File: src/rtl/yc_niu_inj_arb.sv
// Round-robin, packet-atomic injection arbiter sharing one router local port among NIU sources.
// Registered output stage with lock watchdog and tail-packet counter.
package yc_noc_defs;
  localparam int unsigned VC_W   = 2;
  localparam int unsigned DEST_W = 4;
  localparam int unsigned DATA_W = 32;

  typedef struct packed {
    logic [VC_W-1:0]   vc;
    logic [DEST_W-1:0] dest;
    logic [DATA_W-1:0] data;
  } flit_t;
endpackage

module yc_niu_inj_arb
  import yc_noc_defs::*;
#(
  parameter int unsigned NREQ         = 4,
  parameter int unsigned LOCK_TIMEOUT = 64,
  localparam int unsigned IDX_W       = (NREQ > 1) ? $clog2(NREQ) : 1
) (
  input  logic                  clk,
  input  logic                  rst_n,
  input  logic [NREQ-1:0]       req_valid,
  input  flit_t [NREQ-1:0]      req_flit,
  input  logic [NREQ-1:0]       req_last,
  output logic [NREQ-1:0]       req_ready,
  output logic                  tx_valid,
  output flit_t                 tx_flit,
  input  logic                  tx_ready,
  output logic [IDX_W-1:0]      owner,
  output logic                  locked,
  output logic                  err_timeout,
  output logic [15:0]           pkt_count
);

  localparam int unsigned WDOG_W = $clog2(LOCK_TIMEOUT + 1);
  localparam logic [WDOG_W-1:0] WDOG_LIM = WDOG_W'(LOCK_TIMEOUT - 1);

  typedef enum logic {S_IDLE, S_LOCKED} state_t;

  state_t             state_q, state_d;
  logic [IDX_W-1:0]   rr_ptr_q, rr_ptr_d;
  logic [WDOG_W-1:0]  wdog_q, wdog_d;
  logic [IDX_W-1:0]   owner_d;
  logic               locked_d, err_d, tx_valid_d;
  logic [15:0]        pkt_d;
  flit_t              tx_flit_d;
  logic [IDX_W-1:0]   sel;
  logic               accept;
  logic               slot_free_c;
  logic               win_found_c;
  logic [IDX_W-1:0]   win_idx_c;
  logic [IDX_W-1:0]   cand;

  function automatic logic [IDX_W-1:0] next_idx(input logic [IDX_W-1:0] i);
    return IDX_W'((32'(i) + 32'd1) % NREQ);
  endfunction

  assign slot_free_c = !tx_valid || tx_ready;

  // First valid requester at or after rr_ptr, wrapping
  always_comb begin
    win_found_c = 1'b0;
    win_idx_c   = '0;
    cand        = '0;
    for (int unsigned k = 0; k < NREQ; k++) begin
      cand = IDX_W'((32'(rr_ptr_q) + k) % NREQ);
      if (!win_found_c && req_valid[cand]) begin
        win_found_c = 1'b1;
        win_idx_c   = cand;
      end
    end
  end

  // Next-state, grant and datapath load
  always_comb begin
    state_d    = state_q;
    rr_ptr_d   = rr_ptr_q;
    wdog_d     = wdog_q;
    owner_d    = owner;
    locked_d   = locked;
    err_d      = err_timeout;
    pkt_d      = pkt_count;
    tx_valid_d = tx_valid;
    tx_flit_d  = tx_flit;
    req_ready  = '0;
    sel        = owner;
    accept     = 1'b0;

    case (state_q)
      S_IDLE: begin
        if (slot_free_c && win_found_c) begin
          req_ready[win_idx_c] = 1'b1;
          owner_d              = win_idx_c;
          sel                  = win_idx_c;
          if (req_last[win_idx_c]) begin
            rr_ptr_d = next_idx(win_idx_c);
            pkt_d    = pkt_count + 16'd1;
          end else begin
            state_d  = S_LOCKED;
            locked_d = 1'b1;
            wdog_d   = '0;
          end
        end
      end
      S_LOCKED: begin
        req_ready[owner] = slot_free_c;
        if (req_valid[owner]) begin
          if (slot_free_c) begin
            wdog_d = '0;
            if (req_last[owner]) begin
              state_d  = S_IDLE;
              locked_d = 1'b0;
              rr_ptr_d = next_idx(owner);
              pkt_d    = pkt_count + 16'd1;
            end
          end
        end else if (wdog_q == WDOG_LIM) begin
          // Owner stalled too long: abandon the packet, rest of it arbitrates as new
          state_d  = S_IDLE;
          locked_d = 1'b0;
          err_d    = 1'b1;
          rr_ptr_d = next_idx(owner);
          wdog_d   = '0;
        end else begin
          wdog_d = wdog_q + WDOG_W'(1);
        end
      end
      default: state_d = S_IDLE;
    endcase

    accept = |(req_valid & req_ready);
    if (accept) begin
      tx_valid_d = 1'b1;
      tx_flit_d  = req_flit[sel];
    end else if (slot_free_c) begin
      tx_valid_d = 1'b0;
    end

    if (!rst_n) req_ready = '0;
  end

  always_ff @(posedge clk or negedge rst_n) begin
    if (!rst_n) begin
      state_q     <= S_IDLE;
      rr_ptr_q    <= '0;
      wdog_q      <= '0;
      owner       <= '0;
      locked      <= 1'b0;
      err_timeout <= 1'b0;
      pkt_count   <= '0;
      tx_valid    <= 1'b0;
      tx_flit     <= '0;
    end else begin
      state_q     <= state_d;
      rr_ptr_q    <= rr_ptr_d;
      wdog_q      <= wdog_d;
      owner       <= owner_d;
      locked      <= locked_d;
      err_timeout <= err_d;
      pkt_count   <= pkt_d;
      tx_valid    <= tx_valid_d;
      tx_flit     <= tx_flit_d;
    end
  end

endmodule

File: config.mk
export PLATFORM = sky130hd
export DESIGN_NAME = yc_niu_inj_arb
export DESIGN_NICKNAME = d
export VERILOG_FILES = /design/src/rtl/yc_niu_inj_arb.sv
export SDC_FILE = /design/constraint.sdc
export NUM_CORES = 1
export LEC_CHECK = 0
export ABC_AREA = 1
export BUFFER_PORTS_ARGS = -buffer_cell sky130_fd_sc_hd__buf_2
export CORE_ASPECT_RATIO = 0.6
export CORE_MARGIN = 5
export CORE_UTILIZATION = 50
export CTS_BUF_LIST = sky130_fd_sc_hd__clkbuf_2
export DETAILED_ROUTE_END_ITERATION = 12
export PLACE_DENSITY = 0.79
export SLEW_MARGIN = 20
export SYNTH_ARGS = -nofsm -noshare
export SYNTH_HDL_FRONTEND = slang
export SYNTH_SLANG_ARGS = --single-unit
File: constraint.sdc
create_clock -name clk -period 2.55 [get_ports clk]
set_input_delay 0.51 -clock clk [delete_from_list [all_inputs] [get_ports clk]]
set_output_delay 0.51 -clock clk [all_outputs]
set_load 0.02 [all_outputs]
==> results by group, run 1 <==
Run status
  • Result of the run: finished with violations
  • Violations in the final reports: setup timing

Routing
  • Total routed wirelength: between 15000 and 20000 um
  • Number of violations reported at the end of detailed-routing iteration 0: 505
  • Detailed-route wire length on metal 1: 8790 um
  • # DRC: 0
  • DR vias/cell: 5.08
  • Vias: 6894
  • Number of iterations in the first detailed-routing pass: 5
  • Met3 routed wirelength: 1950 um
  • Antenna-violating nets left: 0
  • DR top layer: met4
  • Met2 wire length: approximately 8800 um
  • Routed length per placed instance: between 10 and 15 um

Global route
  • Initial antenna violation count: 0
  • Remaining global-route overflow: 0
  • Maximum number of pins on one net before global-route repair: 70
  • Via count of the first global-routing pass: around 6.3k
  • Global-route total usage across every layer: 27.5%
  • Wire length of the first global-routing pass: 30900 um

Clocking
  • CTS Root Buffer Type: sky130_fd_sc_hd__clkbuf_2
  • Clock buffers created by TritonCTS: 9
  • H-tree levels: 3
  • Clock transition at the registers of the reported paths: 0.19 ns
  • Clock insertion delay at the later pin of the skew report: around 0.53 ns
  • Clock buffer depth: 2
  • Clock tree from TritonCTS: yes
  • Hold-fix buffer count after cts: 0
  • TritonCTS sink count: just under 70

Yosys
  • Post-synth design cell area: 0.00579 mm^2
  • Number of enable-type register cells in the synthesized netlist: 0
  • Count of state elements after synthesis: just under 70
  • Synth warn: 0
  • Library cells used by synthesis: 37
  • Cell count after synthesis: 964
  • Syn Nets: 1129
  • Synth Flop Type: sky130_fd_sc_hd__dfrtp_1
  • Share of flip-flops with an asynchronous set or reset after synthesis: 100%
  • Syn_area_per_cell: 6.01 um^2
  • Seq/Total Area, Yosys: 29.8%

Job
  • Maximum Capacitance Violations: 0

Layout
  • Diodes inserted: 0
  • Finished Core Util: 67.6%
  • Fraction of final layout cells sized beyond drive strength 1: 28.6%
  • Filler cell count in the final layout: about 1.1k
  • Final net count: around 1.4k
  • Synthesis-to-finish area growth: 31.8%

Floorplan
  • Placeable core area: 0.0113 mm^2
  • Cell Rows: 30
  • Die ar.: 0.0139 mm^2
  • Die height: ~93 um
  • I/O pins: between 200 and 250
  • Die X: approximately 150 um
  • Initial Util: 51.3%

Worst setup path
  • Terminus of the critical flop-to-flop path: tx_flit[37]$_DFFE_PN0P_
  • Startpoint of the most critical setup path: rr_ptr_q[0]$_DFFE_PN0P_
  • Reg2Reg Launch Point: rr_ptr_q[0]$_DFFE_PN0P_
  • CP Capture Type: output port
  • Crit Path Class: reg -> out
  • Worst path arrival time: approximately 2.4 ns
  • Library cell contributing the largest single delay on the critical path: sky130_fd_sc_hd__dfrtp_2
  • Worst reg2reg path depth: 18
  • CP max stage delay: 0.52 ns
  • Reg-to-reg setup timing slack: -0.07 ns
  • Most repeated library cell on the critical path: sky130_fd_sc_hd__nand2_1
  • CP cell instances: clkinv_4, buf_4, nand2_1, nand2_1, nand2_1, nand2_2, nor2_4, nand3_2, nand3_4, nand2_1, nand2_1, nand2_1, nor2_1, buf_4
  • Required time of the critical path: 2.04 ns
  • Worst setup SP type: flip-flop
  • Largest fanout on the critical path: 9

STA
  • Upper clock frequency limit: approximately 0.34 GHz
  • Transition time of the tightest slew-check pin: 0.878 ns
  • Rel. slew slack: 41.5%
  • Share of the clock period used by the worst path after layout: 115%
  • Setup violation total in the final timing report: 27
  • Minimum setup slack in the final design: -0.389 ns
  • Worst hold margin: 0.143 ns
  • Post-route minimum period: 2.94 ns
  • Final Hold Violating Endpoints: 0
  • Worst-case clock skew: approximately 0.026 ns
  • RSZ-0062 raised after global routing: true
  • Final Slew Violations: 0

Power
  • Worst ir drop on vdd: 0.718 mV
  • Power share of the combinational group: 79.0%
  • Post-layout total power: 12.0 mW
  • Seq pwr share: 15.9%
  • Switching Fraction: 55.0%
  • Clock power share: 5.1%
  • Internal power summed over all cells: 5.38 mW
  • P_leak: 4.83 nW
  • Net Sw Power: 6.59 mW
  • PwrDens: 1570 mW/mm^2

Place
  • Worst Setup Slack post-DPL: -0.00251 ns
  • Post-detail-place hpwl: around 14000 um
  • Final Wtd Congestion: 0.976
  • Buffers on Ports: around 230

Hold path
  • Worst min path class: in -> async
==> flip-flops by register name (all words and copies together), names as in the netlist <==
register,flops
tx_valid,1
state_q,1
locked,1
rr_ptr_q,2
pkt_count,16
err_timeout,1
tx_flit,38
owner,2
wdog_q,7
==> per-layer routing <==
| layer | track usage (%) | up-vias |
|---|---|---|
| met1 | 38.6 | 3099 |
| met2 | 40.7 | 339 |
| li1 | - | 3421 |
| met4 | 7.08 | 0 |
| met3 | 9.06 | 35 |
| met5 | 0 | - |
==> worst max-delay path by stage <==
| stage | endpoint | slack, ns | cells after the start |
|---|---|---|---|
| after global routing | req_ready[2] | -0.50 | 14 |
| after CTS | req_ready[1] | -0.32 | 12 |
| after floorplan | req_ready[0] | 0.35 | 10 |
| after detailed placement | tx_flit[11]$_DFFE_PN0P_ | -0.003 | 16 |
| after global placement | tx_flit[9]$_DFFE_PN0P_ | 0.02 | 16 |
| final | req_ready[2] | -0.39 | 14 |
==> cells in the final DEF (no fill, tap or decap), types with 3 or more instances in the layout <==
cell and count:
sky130_fd_sc_hd__nand4_1 6, sky130_fd_sc_hd__xnor2_1 8, sky130_fd_sc_hd__xor2_1 8, sky130_fd_sc_hd__buf_12 11
sky130_fd_sc_hd__clkbuf_2 10, sky130_fd_sc_hd__nand3_1 196, sky130_fd_sc_hd__inv_1 182, sky130_fd_sc_hd__nand3_2 8
sky130_fd_sc_hd__buf_6 3, sky130_fd_sc_hd__dfrtp_1 67, sky130_fd_sc_hd__nor3_1 3, sky130_fd_sc_hd__nand2_2 21
sky130_fd_sc_hd__or2_2 3, sky130_fd_sc_hd__nor2_1 23, sky130_fd_sc_hd__buf_2 220, sky130_fd_sc_hd__o21ai_1 27
sky130_fd_sc_hd__buf_4 29, sky130_fd_sc_hd__nand2_1 308, sky130_fd_sc_hd__a21oi_2 3, sky130_fd_sc_hd__clkinv_1 3
sky130_fd_sc_hd__o21ai_0 13, sky130_fd_sc_hd__inv_2 5, sky130_fd_sc_hd__nand2_4 8, sky130_fd_sc_hd__nor2_4 3
==> per-stage QoR <==
step / setup TNS (ns) / instances / instance area [um^2]
2_1_floorplan: 0 / 964 / 5790
3_3_place_gp: 0 / 1326 / 7170
3_5_place_dp: -0.00273 / 1326 / 7170
4_1_cts: -1.25 / 1347 / 7430
5_1_grt: -7.71 / 1358 / 7640
6_report: -1.66 / 1358 / 7640
==> worst max-delay path: cells and delay by family (launching register included) <==
kind	cells	cell delay, ns
and+or+nand+nor	11	0.95
DFF	1	0.52
buffers and inverters	3	0.42
==> layout make-up <==
| class | instances | area, um^2 | share of cell area, % |
|---|---|---|---|
| Tap cell | 160 | 200 | 2.62 |
| Clock buffer | 10 | 50.0 | 0.655 |
| Timing Repair Buffer | 267 | 1670 | 21.9 |
| Sequential cell | 69 | 1730 | 22.6 |
| Clock inverter | 5 | 52.6 | 0.688 |
| Multi-Input combinational cell | 657 | 3210 | 42.1 |
| Inverter | 190 | 721 | 9.44 |
==> repair_timing <==
action                     in CTS  in global routing
resized for setup              22                 21
setup endpoints to repair      21                 61
pin swaps                       3                  8
setup buffers                   5                  7
cloned                          1                  4
==> synthesized netlist by cell type (8+ instances only) <==
cell | n | area (um^2)
sky130_fd_sc_hd__inv_1 | 184 | 691
sky130_fd_sc_hd__nand2_1 | 319 | 1200
sky130_fd_sc_hd__nor2_1 | 23 | 86.3
sky130_fd_sc_hd__xor2_1 | 8 | 70.1
sky130_fd_sc_hd__buf_2 | 24 | 120
sky130_fd_sc_hd__dfrtp_1 | 69 | 1730
sky130_fd_sc_hd__xnor2_1 | 8 | 70.1
sky130_fd_sc_hd__nand2_2 | 16 | 100
sky130_fd_sc_hd__clkbuf_1 | 13 | 48.8
sky130_fd_sc_hd__nand3_1 | 200 | 1000
sky130_fd_sc_hd__o21ai_0 | 13 | 65.1
sky130_fd_sc_hd__o21ai_1 | 29 | 145
==> kinds of logic (layout without fill, tap and decap cells) <==
family                     count (synthesis)  count (layout)  synth area share, %
AOI/OAI and AO/OA                         53              53                 4.86
xor gates and xnor gates                  16              16                 2.42
adders and majority gates                  2               2                0.432
buffers and inverters                    239             472                 17.3
DFF                                       69              69                 29.8
and+or+nand+nor                          585             586                 45.2
==> power groups by stage <==
stage	combinational [mW]	sequential (mW)	clock, mW
floorplan	5.54	2.27	0
global placement	8.20	1.90	0
detailed placement	8.34	1.89	0
CTS	8.75	1.88	0.625
global route	10.4	1.94	0.677
finish	9.46	1.90	0.616
No activity file was read; power rests on OpenSTA's default activity.
==> run 2: changes to the inputs <==
--- a/config.mk
+++ b/config.mk
@@ -9,11 +9,13 @@
 export BUFFER_PORTS_ARGS = -buffer_cell sky130_fd_sc_hd__buf_2
 export CORE_ASPECT_RATIO = 0.6
 export CORE_MARGIN = 5
-export CORE_UTILIZATION = 50
+export CORE_UTILIZATION = 51
 export CTS_BUF_LIST = sky130_fd_sc_hd__clkbuf_2
 export DETAILED_ROUTE_END_ITERATION = 12
-export PLACE_DENSITY = 0.79
+export HOLD_SLACK_MARGIN = 0.15
+export PLACE_DENSITY = 0.8
 export SLEW_MARGIN = 20
 export SYNTH_ARGS = -nofsm -noshare
 export SYNTH_HDL_FRONTEND = slang
 export SYNTH_SLANG_ARGS = --single-unit
+export TNS_END_PERCENT = 10
==> run 2 against run 1 <==
Against the previous run: the run still ends with setup timing left; worst hold slack improved by 0.0050 ns; fmax increased by 0.38%; total power increased by 5.2%; sequential share of layout area decreased by 0.74 points; clock power increased by 16%.
==> results by group, run 2 (same netlist as run 1, synthesis figures left out) <==
Worst setup path
  • CP Capture Type: output port
  • Crit Path Class: reg -> out
  • Worst setup SP type: flip-flop
  • Required time of the critical path: around 2 ns
  • Worst path arrival time: 2.42 ns
  • Terminus of the critical flop-to-flop path: tx_flit[31]$_DFFE_PN0P_
  • Reg-to-reg setup timing slack: -0.13 ns
  • Startpoint of the most critical setup path: rr_ptr_q[0]$_DFFE_PN0P_
  • Reg2Reg Launch Point: rr_ptr_q[0]$_DFFE_PN0P_
  • Worst reg2reg path depth: 19
  • Largest fanout on the critical path: 5

Layout
  • Diodes inserted: 0
  • Largest register FFs: 38
  • Most common cell after layout, fill and taps aside: sky130_fd_sc_hd__nand2_1
  • Count of non-filler cells in the finished layout: 1348
  • Fraction of final layout cells sized beyond drive strength 1: 31.1%
  • Biggest regs: tx_flit (38), pkt_count (16), wdog_q (7)
  • Finished Core Util: 70.6%
  • Synthesis-to-finish area growth: 36.3%
  • Filler cell count in the final layout: 954
  • Most frequent cells in the layout: sky130_fd_sc_hd__nand2_1 (286), sky130_fd_sc_hd__buf_2 (220), sky130_fd_sc_hd__nand3_1 (194), sky130_fd_sc_hd__inv_1 (183), sky130_fd_sc_hd__dfrtp_1 (67)
  • Final net count: 1364
  • Register with the most flip-flops: tx_flit
  • Final design area excluding fillers: 0.00790 mm^2

Floorplan
  • I/O pins: between 200 and 250
  • Die ar.: 0.0137 mm^2
  • Cell Rows: 30
  • Placeable core area: between 0.01 and 0.015 mm^2
  • Die height: 92.5 um
  • Initial Util: 51.8%
  • Die X: 148 um

Routing
  • Antenna-violating nets left: 0
  • Total routed wirelength: between 20000 and 25000 um
  • DR vias/cell: 5.22
  • Vias: approximately 7k
  • Number of violations reported at the end of detailed-routing iteration 0: ~540
  • Routed length per placed instance: approximately 15 um
  • # DRC: 0
  • Number of iterations in the first detailed-routing pass: 8

Power
  • Post-layout total power: 12.6 mW
  • P_leak: 4.94 nW
  • Net Sw Power: 6.90 mW
  • Switching Fraction: between 50% and 60%
  • Internal power summed over all cells: 5.69 mW
  • PwrDens: around 1600 mW/mm^2
  • Worst ir drop on vdd: 0.923 mV
  • Seq pwr share: 15.3%
  • Clock power share: 5.7%
  • Power share of the combinational group: 79.0%

STA
  • Final Slew Violations: 0
  • Upper clock frequency limit: 0.342 GHz
  • Rel. slew slack: 40.9%
  • Post-route minimum period: 2.93 ns
  • Transition time of the tightest slew-check pin: 0.886 ns
  • Minimum setup slack in the final design: -0.378 ns
  • Setup violation total in the final timing report: 24
  • Share of the clock period used by the worst path after layout: 115%
  • Sum Neg Setup Slack: -2.20 ns
  • Worst-case clock skew: 0.0176 ns
  • Final Hold Violating Endpoints: 0
  • RSZ-0062 raised after global routing: true

Clocking
  • TritonCTS sink count: 69
  • Hold-fix buffer count after cts: 0
  • Clock transition at the registers of the reported paths: 0.19 ns
  • H-tree levels: 3
  • Clock buffers created by TritonCTS: 9
  • Clock insertion delay at the later pin of the skew report: 0.53 ns
  • Clock buffer depth: 2
  • CTS Root Buffer Type: sky130_fd_sc_hd__clkbuf_2
  • Clock tree from TritonCTS: yes

Global route
  • Wire length of the first global-routing pass: 31100 um
  • Remaining global-route overflow: 0
  • Global-route total usage across every layer: 27.8%
  • Initial antenna violation count: 1
  • Maximum number of pins on one net before global-route repair: 70
  • Via count of the first global-routing pass: roughly 6.3k

Run status
  • Result of the run: finished with violations
  • Violations in the final reports: setup timing

Place
  • Instance area at placement: slightly above 0.007 mm^2
  • Placed instance count: ~1.3k
  • Buffers on Ports: 225
  • Post-detail-place hpwl: 14400 um
  • Final Wtd Congestion: 0.983

Hold path
  • Worst min path class: in -> async

Job
  • Maximum Capacitance Violations: 0
run 2: cell types whose count changed in the layout (fill, tap and decap cells not counted), sizes merged:
cell	previous run	this run
clkbuf	12	14
nand2	338	337
clkinv	4	6
inv	188	189
bufinv	1	2
clkinvlp	2	0
buf	264	268
bufbuf	1	0
run 2: per-layer routing:
| metal | vias to the layer above | share of wire (%) | global-route usage [%] |
|---|---|---|---|
| met1 | 3176 | 43 | 39.7 |
| li1 | 3438 | - | - |
| met2 | 382 | 44 | 41.1 |
| met4 | 2 | 1.6 | 6.43 |
| met3 | 36 | 11 | 8.61 |
| met5 | - | 0.064 | 0 |
run 2: how the worst max path moves through the flow:
stage | to | cells after the start
after detailed placement | tx_flit[19]$_DFFE_PN0P_ | 17
after global routing | req_ready[0] | 11
after floorplan | req_ready[0] | 10
final | req_ready[1] | 11
after CTS | req_ready[0] | 11
after global placement | req_ready[0] | 11
run 2: cell type report:
| cell class | count | area, um^2 | area share (%) |
|---|---|---|---|
| inverters | 190 | 723 | 9.16 |
| multi-input cells | 656 | 3380 | 42.8 |
| clock inverters | 6 | 77.6 | 0.983 |
| clock buffers | 10 | 50.0 | 0.634 |
| well taps | 144 | 180 | 2.28 |
| repair buffers | 272 | 1750 | 22.2 |
| flip-flops and latches | 69 | 1730 | 21.9 |
| repair inverters | 1 | 6.26 | 0.0792 |
run 2: what timing repair did:
action	4_1_cts	5_1_grt
gates resized for setup	37	58
pin swaps	10	26
setup buffers	6	12
cloned	0	5
endpoints found under the setup margin	4	65
run 2: critical path, cell delays in order, from the launching register on:
cell and delay, ns:
sky130_fd_sc_hd__dfrtp_2 0.54, sky130_fd_sc_hd__clkinv_4 0.13, sky130_fd_sc_hd__nand2_2 0.11, sky130_fd_sc_hd__nand2_4 0.07
sky130_fd_sc_hd__nand2_2 0.08, sky130_fd_sc_hd__nand2_2 0.06, sky130_fd_sc_hd__nand4_1 0.16, sky130_fd_sc_hd__nand2_2 0.10
sky130_fd_sc_hd__nor2_4 0.17, sky130_fd_sc_hd__nand3_2 0.12, sky130_fd_sc_hd__a21oi_2 0.19, sky130_fd_sc_hd__buf_6 0.14
run 2: power groups by stage:
stage          combinational, mW  sequential (mW)  clock [mW]
2_1_floorplan               5.54             2.27           0
3_3_place_gp                8.26             1.92           0
3_5_place_dp                8.40             1.91           0
4_1_cts                     8.71             1.90       0.729
5_1_grt                     10.9             1.97       0.787
6_report                    9.95             1.93       0.717
run 2: per-stage QoR:
stage                     hold slack (ns)  setup WS, ns
final                               0.148        -0.378
after global routing                0.174        -0.501
after CTS                           0.169        -0.320
after detailed placement            0.443        0.0493
after global placement              0.436        0.0820
after floorplan                     0.214         0.353
